===== src/rtl/lotr_pkg.sv =====
// Shared UART tile types: fabric opcodes and the terminal command sequencer state/constants.
package lotr_pkg;

  typedef enum logic [1:0] {
    NOP    = 2'd0,
    WR     = 2'd1,
    RD     = 2'd2,
    RD_RSP = 2'd3
  } t_opcode;

  typedef enum logic [2:0] {
    IDLE,
    ADDR,
    DATA,
    ISSUE,
    WAIT_RSP,
    TX
  } t_uart_cmd_state;

  localparam logic [7:0] UART_CMD_WR = 8'h57;
  localparam logic [7:0] UART_CMD_RD = 8'h52;

endpackage


===== src/rtl/uart_cmd_timer.sv =====
// Loadable saturating down-counter; expired is high whenever the count sits at zero.
module uart_cmd_timer #(
  parameter int unsigned Width = 8
) (
  input  logic             clk,
  input  logic             rst,
  input  logic             load,
  input  logic [Width-1:0] load_val,
  output logic             expired
);

  logic [Width-1:0] cnt_q;

  always_ff @(posedge clk) begin
    if (rst) begin
      cnt_q <= '0;
    end else if (load) begin
      cnt_q <= load_val;
    end else if (cnt_q != '0) begin
      cnt_q <= cnt_q - Width'(1);
    end
  end

  assign expired = (cnt_q == '0);

endmodule


===== src/rtl/uart_term_cmd_ctrl.sv =====
// Host terminal command sequencer: 'W'/'R' frames to C2F requests, read data streamed back on TX.
// Optional inter-byte frame timeout enabled by defining UART_CMD_BYTE_TMO_EN.
module uart_term_cmd_ctrl
  import lotr_pkg::*;
#(
  parameter logic [1:0]  THREAD_ID    = 2'd0,
  parameter int unsigned RSP_TMO_CYC  = 100000,
  parameter int unsigned BYTE_TMO_CYC = 50000
) (
  input  logic        QClk,
  input  logic        RstQnnnH,
  input  logic        RxByteValid,
  input  logic [7:0]  RxByte,
  output logic        TxByteValid,
  output logic [7:0]  TxByte,
  input  logic        TxByteReady,
  output logic        C2F_ReqValidQ500H,
  input  logic        C2F_ReqReadyQ500H,
  output t_opcode     C2F_ReqOpcodeQ500H,
  output logic [31:0] C2F_ReqAddressQ500H,
  output logic [31:0] C2F_ReqDataQ500H,
  output logic [1:0]  C2F_ReqThreadIDQ500H,
  input  logic        F2C_RspValidQ502H,
  input  t_opcode     F2C_RspOpcodeQ502H,
  input  logic [1:0]  F2C_RspThreadIDQ502H,
  input  logic [31:0] F2C_RspDataQ502H,
  output logic        CmdErr
);

  localparam int unsigned MaxTmo = (RSP_TMO_CYC > BYTE_TMO_CYC) ? RSP_TMO_CYC : BYTE_TMO_CYC;
  localparam int unsigned TmoW   = $clog2(MaxTmo) + 1;

  t_uart_cmd_state state;
  logic [1:0]      byte_cnt;
  logic [23:0]     tx_sh;
  logic            rsp_load;
  logic            rsp_tmo;
  logic            rsp_hit;

  assign rsp_load = (state == ISSUE) && C2F_ReqReadyQ500H && (C2F_ReqOpcodeQ500H == RD);
  assign rsp_hit  = F2C_RspValidQ502H && (F2C_RspOpcodeQ502H == RD_RSP) &&
                    (F2C_RspThreadIDQ502H == THREAD_ID);

  uart_cmd_timer #(
    .Width(TmoW)
  ) u_rsp_timer (
    .clk     (QClk),
    .rst     (RstQnnnH),
    .load    (rsp_load),
    .load_val(TmoW'(RSP_TMO_CYC)),
    .expired (rsp_tmo)
  );

`ifdef UART_CMD_BYTE_TMO_EN
  logic byte_tmo;

  // Reloads on every received byte, so it measures the gap since the last one.
  uart_cmd_timer #(
    .Width(TmoW)
  ) u_byte_timer (
    .clk     (QClk),
    .rst     (RstQnnnH),
    .load    (RxByteValid),
    .load_val(TmoW'(BYTE_TMO_CYC)),
    .expired (byte_tmo)
  );
`endif

  always_ff @(posedge QClk) begin
    if (RstQnnnH) begin
      state                <= IDLE;
      byte_cnt             <= 2'd0;
      tx_sh                <= 24'd0;
      TxByteValid          <= 1'b0;
      TxByte               <= 8'd0;
      C2F_ReqValidQ500H    <= 1'b0;
      C2F_ReqOpcodeQ500H   <= NOP;
      C2F_ReqAddressQ500H  <= 32'd0;
      C2F_ReqDataQ500H     <= 32'd0;
      C2F_ReqThreadIDQ500H <= 2'd0;
      CmdErr               <= 1'b0;
    end else begin
      unique case (state)
        IDLE: begin
          if (RxByteValid) begin
            byte_cnt <= 2'd0;
            if (RxByte == UART_CMD_WR) begin
              state              <= ADDR;
              C2F_ReqOpcodeQ500H <= WR;
            end else if (RxByte == UART_CMD_RD) begin
              state              <= ADDR;
              C2F_ReqOpcodeQ500H <= RD;
              C2F_ReqDataQ500H   <= 32'd0;
            end else begin
              CmdErr <= 1'b1;
            end
          end
        end
        ADDR: begin
          if (RxByteValid) begin
            C2F_ReqAddressQ500H <= {C2F_ReqAddressQ500H[23:0], RxByte};
            byte_cnt            <= byte_cnt + 2'd1;
            if (byte_cnt == 2'd3) begin
              if (C2F_ReqOpcodeQ500H == WR) begin
                state <= DATA;
              end else begin
                state                <= ISSUE;
                C2F_ReqValidQ500H    <= 1'b1;
                C2F_ReqThreadIDQ500H <= THREAD_ID;
              end
            end
          end
`ifdef UART_CMD_BYTE_TMO_EN
          else if (byte_tmo) begin
            state  <= IDLE;
            CmdErr <= 1'b1;
          end
`endif
        end
        DATA: begin
          if (RxByteValid) begin
            C2F_ReqDataQ500H <= {C2F_ReqDataQ500H[23:0], RxByte};
            byte_cnt         <= byte_cnt + 2'd1;
            if (byte_cnt == 2'd3) begin
              state                <= ISSUE;
              C2F_ReqValidQ500H    <= 1'b1;
              C2F_ReqThreadIDQ500H <= THREAD_ID;
            end
          end
`ifdef UART_CMD_BYTE_TMO_EN
          else if (byte_tmo) begin
            state  <= IDLE;
            CmdErr <= 1'b1;
          end
`endif
        end
        ISSUE: begin
          if (C2F_ReqReadyQ500H) begin
            C2F_ReqValidQ500H <= 1'b0;
            state             <= (C2F_ReqOpcodeQ500H == WR) ? IDLE : WAIT_RSP;
          end
        end
        WAIT_RSP: begin
          // A matching response wins over a timeout expiring in the same cycle.
          if (rsp_hit) begin
            TxByteValid <= 1'b1;
            TxByte      <= F2C_RspDataQ502H[31:24];
            tx_sh       <= F2C_RspDataQ502H[23:0];
            byte_cnt    <= 2'd0;
            state       <= TX;
          end else if (rsp_tmo) begin
            CmdErr <= 1'b1;
            state  <= IDLE;
          end
        end
        TX: begin
          if (TxByteReady) begin
            byte_cnt <= byte_cnt + 2'd1;
            if (byte_cnt == 2'd3) begin
              TxByteValid <= 1'b0;
              state       <= IDLE;
            end else begin
              TxByte <= tx_sh[23:16];
              tx_sh  <= {tx_sh[15:0], 8'd0};
            end
          end
        end
        default: state <= IDLE;
      endcase
    end
  end

endmodule


===== config.mk =====
export PLATFORM = sky130hd
export DESIGN_NAME = uart_term_cmd_ctrl
export DESIGN_NICKNAME = d
export VERILOG_FILES = /design/src/rtl/lotr_pkg.sv /design/src/rtl/uart_cmd_timer.sv /design/src/rtl/uart_term_cmd_ctrl.sv
export SDC_FILE = /design/constraint.sdc
export NUM_CORES = 1
export LEC_CHECK = 0
export CORE_UTILIZATION = 28
export CTS_BUF_LIST = sky130_fd_sc_hd__clkbuf_8
export CTS_CLUSTER_DIAMETER = 30
export CTS_CLUSTER_SIZE = 8
export DETAILED_ROUTE_END_ITERATION = 12
export HOLD_SLACK_MARGIN = 0.15
export REMOVE_ABC_BUFFERS = 1
export SYNTH_ARGS = -nofsm -noshare
export SYNTH_HDL_FRONTEND = slang
export SYNTH_SLANG_ARGS = --single-unit

===== constraint.sdc =====
create_clock -name QClk -period 5 [get_ports QClk]
set_input_delay 0.75 -clock QClk [delete_from_list [all_inputs] [get_ports QClk]]
set_output_delay 0.75 -clock QClk [all_outputs]
set_load 0.01 [all_outputs]

* Yosys cells after proc, flatten, opt, wreduce, memory -nomap -nowiden
Cells that the tools add are included.
** Storage, ports and cells
- Input port bits :: 50
- Logic and storage cells :: 133
- Bits in registers :: 126
- Output and inout bits :: 79
** Cells by class
- Reductions and logical operators :: 28
- $add $sub $neg :: 2
- Muxes and demuxes :: 60
- Equal/unequal tests :: 30
** Operators with widths (number)
- 32-bit 2-to-1 mux :: 4
- 24-bit 2-to-1 mux :: 3
- 32-bit case mux with 2 select lines :: 1
- 24-bit case mux with 2 select lines :: 1
- 3-bit 2-to-1 mux :: 13
- 17-bit 2-to-1 mux :: 2
- 2-bit != test, second input constant :: 16
- 8-bit 2-to-1 mux :: 3
- 2-bit 2-to-1 mux :: 11
- 18-bit zero test :: 1
- 3-bit case mux with 6 select lines :: 1
- 18-bit nonzero test :: 1
- 18-bit by 1-bit subtractor with 18-bit output, second input constant :: 1
- 8-bit by 7-bit == test with 1-bit output, second input constant :: 2
- 8-bit case mux with 2 select lines :: 1
- 1-bit 2-to-1 mux :: 15
- 6-bit AND reduction :: 2
- 2-bit nonzero test :: 6
- 10-bit AND reduction :: 1
- 5-bit AND reduction :: 2
- 2-bit case mux with 4 select lines :: 1
- 4-bit AND reduction :: 2
- 7-bit AND reduction :: 1
- 2-bit == test, second input constant :: 3
- other kinds (18) :: 26

* Longest topological paths before layout
Gate-level depths: netlist of the first run.
- Depth after elaboration :: 5
- Gate-level depth with buffers :: 8
- Depth with buffers taken out :: 7

* By module
From an unflattened synthesis of the first run, not the netlist that was laid out.
** Unflattened totals
- Cell total of the unflattened synthesis :: 638
- Area, all modules :: 5312.6 um^2
** By module, submodules not included
- uart_term_cmd_ctrl :: cells an instance 513, instances 1, area each 4319.1 um^2, seq. area each 2122.0 um^2
- uart_cmd_timer :: cells an instance 125, instances 1, area each 993.5 um^2, seq. area each 360.3 um^2

* Worst setup path before layout of the first run
Ideal clock, no wire load.
- Path kind :: in2reg
- Start :: in F2C_RspThreadIDQ502H[0]
- End :: reg TxByte[1]
- Path slack :: 2.925 ns
- Arrival :: 1.990 ns
- Buffers on the path :: 2
- Data required time :: 4.914 ns
- Stages :: 7
- Cells stage by stage :: nand4bb_1 -> or3_1 -> a21oi_1 -> buf_4 -> buf_6 -> nor2_1 -> a211oi_1
** On the way
- Longest elaborated chain between the ends :: 4
** RTL lines
- start, declared :: line uart_term_cmd_ctrl.sv:25 : input logic [1:0] F2C_RspThreadIDQ502H,
- 2-bit zero test :: line uart_term_cmd_ctrl.sv:42 : (F2C_RspThreadIDQ502H == THREAD_ID);
- 1-bit logical AND :: line uart_term_cmd_ctrl.sv:41 : assign rsp_hit = F2C_RspValidQ502H && (F2C_RspOpcodeQ502H == RD_RSP) &&
- 2-bit != test (no line)
- 4-bit AND reduction (no line)
- end signal, assigned :: line uart_term_cmd_ctrl.sv:147 : TxByte <= F2C_RspDataQ502H[31:24];
- end signal, assigned :: line uart_term_cmd_ctrl.sv:163 : TxByte <= tx_sh[23:16];
- end, declared :: line uart_term_cmd_ctrl.sv:15 : output logic [7:0] TxByte,
No other way between the ends.
A chain may end at the register's enable or synchronous reset.

* Worst setup path in the final report of the first run
- Start :: in F2C_RspThreadIDQ502H[0]
- End :: reg tx_sh[1]
** On the way
- Longest elaborated chain between the ends :: 4
** RTL lines
- 2-bit zero test :: line uart_term_cmd_ctrl.sv:42
- 1-bit logical AND :: line uart_term_cmd_ctrl.sv:41
- 2-bit != test (no line)
- 4-bit AND reduction (no line)
- end signal, assigned :: line uart_term_cmd_ctrl.sv:148 : tx_sh <= F2C_RspDataQ502H[23:0];
- end signal, assigned :: line uart_term_cmd_ctrl.sv:164 : tx_sh <= {tx_sh[15:0], 8'd0};
- end, declared :: line uart_term_cmd_ctrl.sv:35 : logic [23:0] tx_sh;
No other way between the ends.

==> flow_summary.toml, run 1 <==
[run_status]
outcome = "finished, final reports clean"

[sta]
max_freq_mhz = 340.0
final.period_utilization = 0.5882
fin_tns_setup_ns = 0
worstMarginPinSlew_ns = 1.271
worst_clock_skew_ns = 0.009423
period_minus_slack_ns = 2.941
hold_slack_ns = 0.4549
max_slew_margin = 0.1500
setup_viol_count_final = 0
rsz0062_at_grt = "no"
hold_violations = 0
finalMaxSlewViolations = 0

[logic_synthesis]
synth_cells = 550
syn_area_per_cell_sq_um = 9.393
synth_top_area_share = 0.4805
synthArstFlopShare = 0
syn-cell-area_sq_um = 5166
ys_seq_area_frac = 0.4805
synth_area_leaders = "dfxtp_1, mux2i_1, a22o_1"
yosysMostFrequentCell = "dfxtp_1"
synth_edf_count = 0
ys_types = 61
yosysTopAreaCell = "dfxtp_1"
yosysWarnings = 0
synth-main-ff-cell = "dfxtp_1"
synth_commonest_cells = "dfxtp_1, nand2_1, nor2_1, a21oi_1, mux2i_1"
ys_seq_elements = 124

[place]
hpwl_um = 8898
portBuffers = 126
gp_congestion = 0.8058

[pwr]
ir_drop_uv = 216.2
power_mw = 3.041
p_leak_nw = 2.566
power.density_nw_per_um2 = 432.2

[cells_and_area]
syn_to_final_growth_pct = 36.21
post-route-util = 0.3904
nNetsFinal = 714
drive_above_1_share = 0.08309

[floorplanning]
core_area_sq_um = 18020
pin_count = 129
die_area_sq_um = 19000
die_h_um = 137.8
die-width_um = 137.8
rows = 49
initial_core_util = 0.2866

[critical_path]
rrSetupSlack_ns = 2.38
path_delay_family = "compound AO/OA/AOI/OAI gates"
worstReg2RegEnd = "C2F_ReqAddressQ500H[28]$_SDFFE_PP0P_"
crit_cells = 7
crit_type = "in -> reg"
r2r_cells = 5
cp.arrival_ns = 3.25
cp_max_fo = 39
critPathSlowestCell = "a21oi_4"
critPathBufInv = 2
critPathCapture = "tx_sh[1]$_SDFFE_PP0P_"
worstSetupStartpointType = "primary input"
startpoint = "F2C_RspThreadIDQ502H[0]"
crit_required_ns = 5.31
end_kind = "register"
max_stage_delay_ns = 0.79
r2r-start = "state[0]$_SDFFE_PP0P_"
cp_cell_sequence = "clkdlybuf4s50_1 > nand4bb_1 > or3_1 > a21oi_4 > buf_4 > mux2i_1 > nor2_1"

[route]
ant_nets = 0
vias = 4293
finalWirelength_um = 12670
drt_pass1_iterations = 5
routedWlPerCell_um = 14.02
drc = 0
drt_iter0_markers = 156
viasPerCell = 4.749

[global_route]
track_usage = 0.1342
grt_max_degree = 45
grt-ovfl-total = 0
grt_pass1_wl_um = 19700
antenna_found_initial = 0
grt_pass1_vias = 3967

[clock_tree]
cts_made_buffers = 17
cts_max_path_buffers = 2
clk_pin_slew_ns = 0.08
clk_latency_ns = 0.43
hold_buffers = 0
htreeDepth = 4
cts_sinks = 124
cts-resized-gates = 0
clock-root-buffer = "clkbuf_8"
post_cts_buffers = 0
cts_tree = "built"

[flow_run]
max_cap_viol_count = 0

[min_path]
hold_class = "reg -> reg"
-- layout make-up --
cell class,count,area (sq um)
clock inverter,13,188.9
tap,229,286.5
clock buffer,19,261.5
antenna,1,2.502
multi-input combinational,381,2502
sequential,124,2482
fill,1809,10990
inverter,7,26.28
timing repair buffer,130,1286
-- layout by cell type, fill, tap and decap left out, types with 3 or more instances in the layout --
master and n:
bufinv_16 4, nor3_1 7, and2_1 9, nor2_1 60, inv_6 3, a22o_1 34, xor2_1 7, nand2_1 72
clkinv_4 3, buf_4 4, nand2b_1 4, ha_1 3, a211oi_1 28, clkbuf_8 19, a31o_2 3, mux2i_1 36
dfxtp_1 124, inv_1 7, o21ai_0 4, xnor2_1 9, nand3_1 7, a21oi_1 44, clkdlybuf4s50_1 125
-- sequential cells by signal, summed over array words and instances, names as in the netlist --
name                 flops
C2F_ReqAddressQ500H     32
C2F_ReqDataQ500H        32
C2F_ReqOpcodeQ500H       2
C2F_ReqValidQ500H        1
CmdErr                   1
TxByte                   8
TxByteValid              1
byte_cnt                 2
state                    3
tx_sh                   24
u_rsp_timer.cnt_q       18
-- worst min-delay path by stage --
stage / start / to / slack [ns] / cells past startpoint
finish: C2F_ReqAddressQ500H[29]$_SDFFE_PP0P_ / C2F_ReqAddressQ500H[29]$_SDFFE_PP0P_ / 0.45 / 2
global placement: C2F_ReqAddressQ500H[29]$_SDFFE_PP0P_ / C2F_ReqAddressQ500H[29]$_SDFFE_PP0P_ / 0.44 / 2
global route: C2F_ReqAddressQ500H[29]$_SDFFE_PP0P_ / C2F_ReqAddressQ500H[29]$_SDFFE_PP0P_ / 0.49 / 2
floorplan: tx_sh[0]$_SDFFE_PP0P_ / tx_sh[0]$_SDFFE_PP0P_ / 0.46 / 2
detailed placement: C2F_ReqAddressQ500H[29]$_SDFFE_PP0P_ / C2F_ReqAddressQ500H[29]$_SDFFE_PP0P_ / 0.45 / 2
CTS: C2F_ReqAddressQ500H[29]$_SDFFE_PP0P_ / C2F_ReqAddressQ500H[29]$_SDFFE_PP0P_ / 0.46 / 2
-- logic make-up after synthesis --
| kind of cell | count (synthesis) | share of synthesized area |
|---|---|---|
| xor gates and xnor gates | 16 | 0.02713 |
| adders and majority gates | 3 | 0.007266 |
| DFF | 124 | 0.4805 |
| and+or+nand+nor | 188 | 0.1804 |
| buffers and inverters | 46 | 0.04117 |
| other | 1 | 0.0007259 |
| muxes | 36 | 0.06975 |
| AOI/OAI and AO/OA | 136 | 0.1930 |
-- power breakdown --
| group | internal [mW] | switching [mW] |
|---|---|---|
| clock | 0.575 | 0.419 |
| sequential | 1.07 | 0.125 |
| combinational | 0.369 | 0.481 |
| total | 2.02 | 1.03 |
-- worst register-to-register path: stages, from the launching register on --
cell and delay (ns):
dfxtp_1 0.61, inv_1 0.19, nor2_1 0.30, nand3_1 0.94
nand2_1 0.33, a21oi_1 0.09
-- metrics by stage --
stage / cells / worst slack, ns / cell area (sq um)
finish: 904 / 2.059 / 7037
global route: 903 / 1.905 / 7034
CTS: 903 / 2.096 / 7034
detailed placement: 871 / 1.612 / 6584
global placement: 871 / 1.672 / 6584
floorplan: 512 / 0.9104 / 4984
-- routing by layer --
| metal | vias up | track usage | wire length [um] |
|---|---|---|---|
| li1 | 2171 | - | - |
| met1 | 2026 | 0.1636 | 5652 |
| met2 | 81 | 0.2211 | 6319 |
| met3 | 15 | 0.04010 | 515 |
| met4 | 0 | 0.05133 | 186 |
| met5 | - | 0 | 0 |
(Power assumes the default switching activity.)
==> inputs of run 2 (changes only) <==
Clock period 5 ns to 2.8 ns, I/O delays scaled along.
==> flow_summary.toml, run 2 (synthesis results as in run 1) <==
[global_route]
track_usage = 0.1385
antenna_found_initial = 0
grt_pass1_vias = 4107
grt_max_degree = 57
grt_pass1_wl_um = 20340
grt-ovfl-total = 0

[cells_and_area]
largestRegisters = "C2F_ReqAddressQ500H: 32 flops, C2F_ReqDataQ500H: 32 flops, tx_sh: 24 flops"
drive_above_1_share = 0.09265
nNetsFinal = 720
finalNonFillerCells = 909
final_area_sq_um = 7054
mostFrequentLayoutCell = "clkdlybuf4s50_1"
diodes = 0
syn_to_final_growth_pct = 36.55
layout_common_cells = "clkdlybuf4s50_1, dfxtp_1, nand2_1"

[critical_path]
r2r_cells = 5
cp_max_fo = 14
worstReg2RegEnd = "u_rsp_timer.cnt_q[17]$_SDFFE_PP0P_"
rrSetupSlack_ns = 0.64
end_kind = "register"
startpoint = "state[0]$_SDFFE_PP0P_"
r2r-start = "state[0]$_SDFFE_PP0P_"
cp.arrival_ns = 2.45
crit_type = "reg -> reg"
crit_required_ns = 3.09
critPathCapture = "u_rsp_timer.cnt_q[17]$_SDFFE_PP0P_"
cp_cell_sequence = "inv_1 > nor2_1 > nand4_1 > nand2b_1 > nor3_1"
critPathSlowestCell = "dfxtp_1"
max_stage_delay_ns = 0.62
worstSetupStartpointType = "register"

[clock_tree]
hold_buffers = 0
cts_tree = "built"
clk_latency_ns = 0.43
cts_max_path_buffers = 2
cts_made_buffers = 17
htreeDepth = 4
cts_sinks = 124
cts-resized-gates = 0
post_cts_buffers = 0
clock-root-buffer = "clkbuf_8"
clk_pin_slew_ns = 0.08

[floorplanning]
pin_count = 129
core_area_sq_um = 18020
rows = 49
die-width_um = 137.8
die_h_um = 137.8
initial_core_util = 0.2866
die_area_sq_um = 19000

[place]
dp.cells = 877
portBuffers = 126
gp_congestion = 0.7441
hpwl_um = 8979
postPlaceCellArea_sq_um = 6641

[pwr]
power.density_nw_per_um2 = 754.1
p_leak_nw = 2.564
ir_drop_uv = 323.6
power_mw = 5.319

[sta]
worst_clock_skew_ns = 0.01319
max_freq_mhz = 463.1
max_slew_margin = 0.6212
hold_violations = 0
worstMarginPinSlew_ns = 0.5682
period_minus_slack_ns = 2.160
setup_viol_count_final = 0
final.period_utilization = 0.7713
rsz0062_at_grt = "no"
finalMaxSlewViolations = 0

[run_status]
outcome = "finished, final reports clean"

[route]
routedWlPerCell_um = 14.24
viasPerCell = 4.729
vias = 4299
drc = 0
finalWirelength_um = 12950
ant_nets = 0
drt_pass1_iterations = 4
drt_iter0_markers = 180

[flow_run]
max_cap_viol_count = 0

[min_path]
hold_class = "in -> reg"
==> run 2: per-stage QoR <==
step / worst slack, ns / utilization / TNS [ns] / hold WS [ns]
after detailed placement: 0.3595 / 0.3685 / 0 / 0.4494
final: 0.6405 / 0.3914 / 0 / 0.3993
after global routing: 0.4728 / 0.3914 / 0 / 0.3886
after floorplan: -0.9596 / - / -32.47 / 0.4596
after CTS: 0.6714 / 0.3914 / 0 / 0.3643
after global placement: 0.4306 / 0.3685 / 0 / 0.4449
==> run 2: final cells by class <==
type                            count  area, sq um
Fill cell                        1792        10970
Multi-Input combinational cell    381         2502
Sequential cell                   124         2482
Timing Repair Buffer              136         1344
Tap cell                          229        286.5
Clock buffer                       20        275.3
Clock inverter                     12        137.6
Inverter                            7        26.28
==> run 2: worst max-delay path, delay by kind of cell, from the launching register on <==
kind	cells	cell delay, ns
buf+inv	1	0.20
flops	1	0.62
simple gates	4	1.21
==> run 2: metal layers <==
layer  share of wire  GRT usage  vias up  wire length, um
li1                -          -     2180                -
met1            0.45     0.1685     2023             5797
met2            0.50     0.2303       84             6413
met3           0.039    0.03790       12              504
met4           0.018    0.05495        0              233
met5               0          0        -                0
==> run 2: where the power goes <==
part           leakage [nW]  internal [mW]  total (mW)  switching, mW
clock network         0.194          0.868        1.62          0.748
registers              1.00           1.91        2.12          0.202
logic                  1.37          0.686        1.59          0.902
==> run 2: how the worst min path moves through the flow <==
stage                                                     from                              endpoint  depth (start not counted)
after floorplan                          tx_sh[0]$_SDFFE_PP0P_                 tx_sh[0]$_SDFFE_PP0P_                          2
after global placement    C2F_ReqAddressQ500H[25]$_SDFFE_PP0P_  C2F_ReqAddressQ500H[25]$_SDFFE_PP0P_                          2
after detailed placement  C2F_ReqAddressQ500H[30]$_SDFFE_PP0P_  C2F_ReqAddressQ500H[30]$_SDFFE_PP0P_                          2
after CTS                                             RstQnnnH    C2F_ReqOpcodeQ500H[0]$_SDFFE_PP0P_                          2
after global routing                                  RstQnnnH    C2F_ReqOpcodeQ500H[0]$_SDFFE_PP0P_                          2
final                                                 RstQnnnH    C2F_ReqOpcodeQ500H[0]$_SDFFE_PP0P_                          2
==> inputs of run 3 (changes only) <==
Clock period 2.8 ns to 1.8 ns, I/O delays scaled along.
==> flow_summary.toml, run 3 (synthesis results as in run 1) <==
[run_status]
outcome = "finished, final reports clean"

[route]
drc = 0
viasPerCell = 4.701
finalWirelength_um = 13000
ant_nets = 0
drt_iter0_markers = 194
drt_pass1_iterations = 4
routedWlPerCell_um = 13.65
vias = 4475

[cells_and_area]
largestRegisters = "C2F_ReqAddressQ500H: 32 flops, C2F_ReqDataQ500H: 32 flops, tx_sh: 24 flops"
seqCellArea_sq_um = 2487
mostFrequentLayoutCell = "clkdlybuf4s50_1"
nNetsFinal = 763
drive_above_1_share = 0.1632
layout_common_cells = "clkdlybuf4s50_1, dfxtp_1, nand2_1"
fillerInstances = 1790
syn_to_final_growth_pct = 45.92
diodes = 0
multi_input_area_sq_um = 2549

[floorplanning]
die_area_sq_um = 19000
initial_core_util = 0.2866
rows = 49
die-width_um = 137.8
pin_count = 129
die_h_um = 137.8
core_area_sq_um = 18020

[sta]
max_freq_mhz = 576.9
fin_tns_setup_ns = 0
period_minus_slack_ns = 1.733
hold_violations = 0
setup_viol_count_final = 0
rsz0062_at_grt = "yes"
final.period_utilization = 0.9630
worst_clock_skew_ns = 0.01313
finalMaxSlewViolations = 0
layout_setup_ws_ns = 0.06667

[min_path]
holdPathStages = 2
hold_class = "in -> reg"

[pwr]
power.density_nw_per_um2 = 1226
pwr-share-clk = 0.295
p_leak_nw = 2.837
switchingPower_mw = 3.050
swShare = 0.3299
ir_drop_uv = 583.2
power_frac_seq = 0.353
internal_power_mw = 6.196
comb_power_share = 0.352

[global_route]
antenna_found_initial = 0
grt_pass1_wl_um = 20650
grt_max_degree = 64
track_usage = 0.1397
grt-ovfl-total = 0
grt_pass1_vias = 4228

[critical_path]
max_stage_delay_ns = 0.33
crit_type = "reg -> reg"
end_kind = "register"
critPathSlowestCell = "dfxtp_2"
cp.arrival_ns = 2.10
worstSetupStartpointType = "register"
rrSetupSlack_ns = 0.07
cp_max_fo = 6
crit_required_ns = 2.17
r2r_cells = 7
cp_cell_sequence = "inv_2 > ha_2 > nor3b_4 > nand4_4 > or2_1 > a22o_1 > a21oi_2"

[clock_tree]
clk_pin_slew_ns = 0.07
clk_latency_ns = 0.43
cts_max_path_buffers = 2
clock-root-buffer = "clkbuf_8"
cts_tree = "built"
htreeDepth = 4
cts_made_buffers = 17
hold_buffers = 0
cts_sinks = 124

[place]
gp_congestion = 0.8017
place_ws_ns = -0.3708
portBuffers = 126
hpwl_um = 9330

[flow_run]
max_cap_viol_count = 0
-- run 3: worst paths after layout --
| check | start | to |
|---|---|---|
| max | u_rsp_timer.cnt_q[0]$_SDFFE_PP0P_ | CmdErr$_SDFFE_PP0P_ |
| min | RstQnnnH | C2F_ReqOpcodeQ500H[1]$_SDFFE_PP0P_ |
| max reg2reg | u_rsp_timer.cnt_q[0]$_SDFFE_PP0P_ | CmdErr$_SDFFE_PP0P_ |
| min reg2reg | C2F_ReqAddressQ500H[29]$_SDFFE_PP0P_ | C2F_ReqAddressQ500H[29]$_SDFFE_PP0P_ |
-- run 3: area by class of cell --
cell class | count | share of cell area
inverter | 7 | 0.003983
timing repair buffer | 179 | 0.2304
tap | 229 | 0.03801
multi-input combinational | 381 | 0.3381
clock inverter | 13 | 0.02490
sequential | 124 | 0.3300
clock buffer | 19 | 0.03469
-- run 3: per-stage QoR --
stage / total power [mW] / instances / cell area (sq um) / hold slack [ns] / util
after floorplan: 5.057 / 512 / 4984 / 0.3324 / -
after global placement: 6.230 / 920 / 7027 / 0.4444 / 0.3898
after detailed placement: 6.298 / 920 / 7027 / 0.4479 / 0.3898
after CTS: 9.278 / 953 / 7516 / 0.2278 / 0.4170
after global routing: 9.774 / 952 / 7538 / 0.2388 / 0.4182
final: 9.245 / 952 / 7538 / 0.2629 / 0.4182
-- run 3: power by group through the flow --
stage | Sequential [mW] | Combinational, mW | Clock [mW]
after floorplan | 3.34 | 1.72 | 0
after global placement | 3.28 | 2.95 | 0
after detailed placement | 3.30 | 3.00 | 0
after CTS | 3.25 | 3.20 | 2.83
after global routing | 3.30 | 3.53 | 2.95
final | 3.26 | 3.26 | 2.73
-- run 3: worst max-delay path, delay by kind of cell, from the launching register on --
family          cells  cell delay, ns
buf+inv             1            0.06
simple gates        3            0.72
flops               1            0.33
compound gates      2            0.40
fa+ha+maj           1            0.16
-- run 3: repair_timing --
item                       4_1_cts  5_1_grt
setup buffers                    1        0
setup endpoints to repair        7       32
gates resized for setup          9       10
pin swaps                        6        3
-- run 3: per-layer routing --
metal | track usage | vias up | part of all wire
met5 | 0 | - | 0
met4 | 0.04952 | 0 | 0.010
met3 | 0.03826 | 9 | 0.035
met2 | 0.2314 | 85 | 0.50
met1 | 0.1729 | 2106 | 0.46
li1 | - | 2275 | -
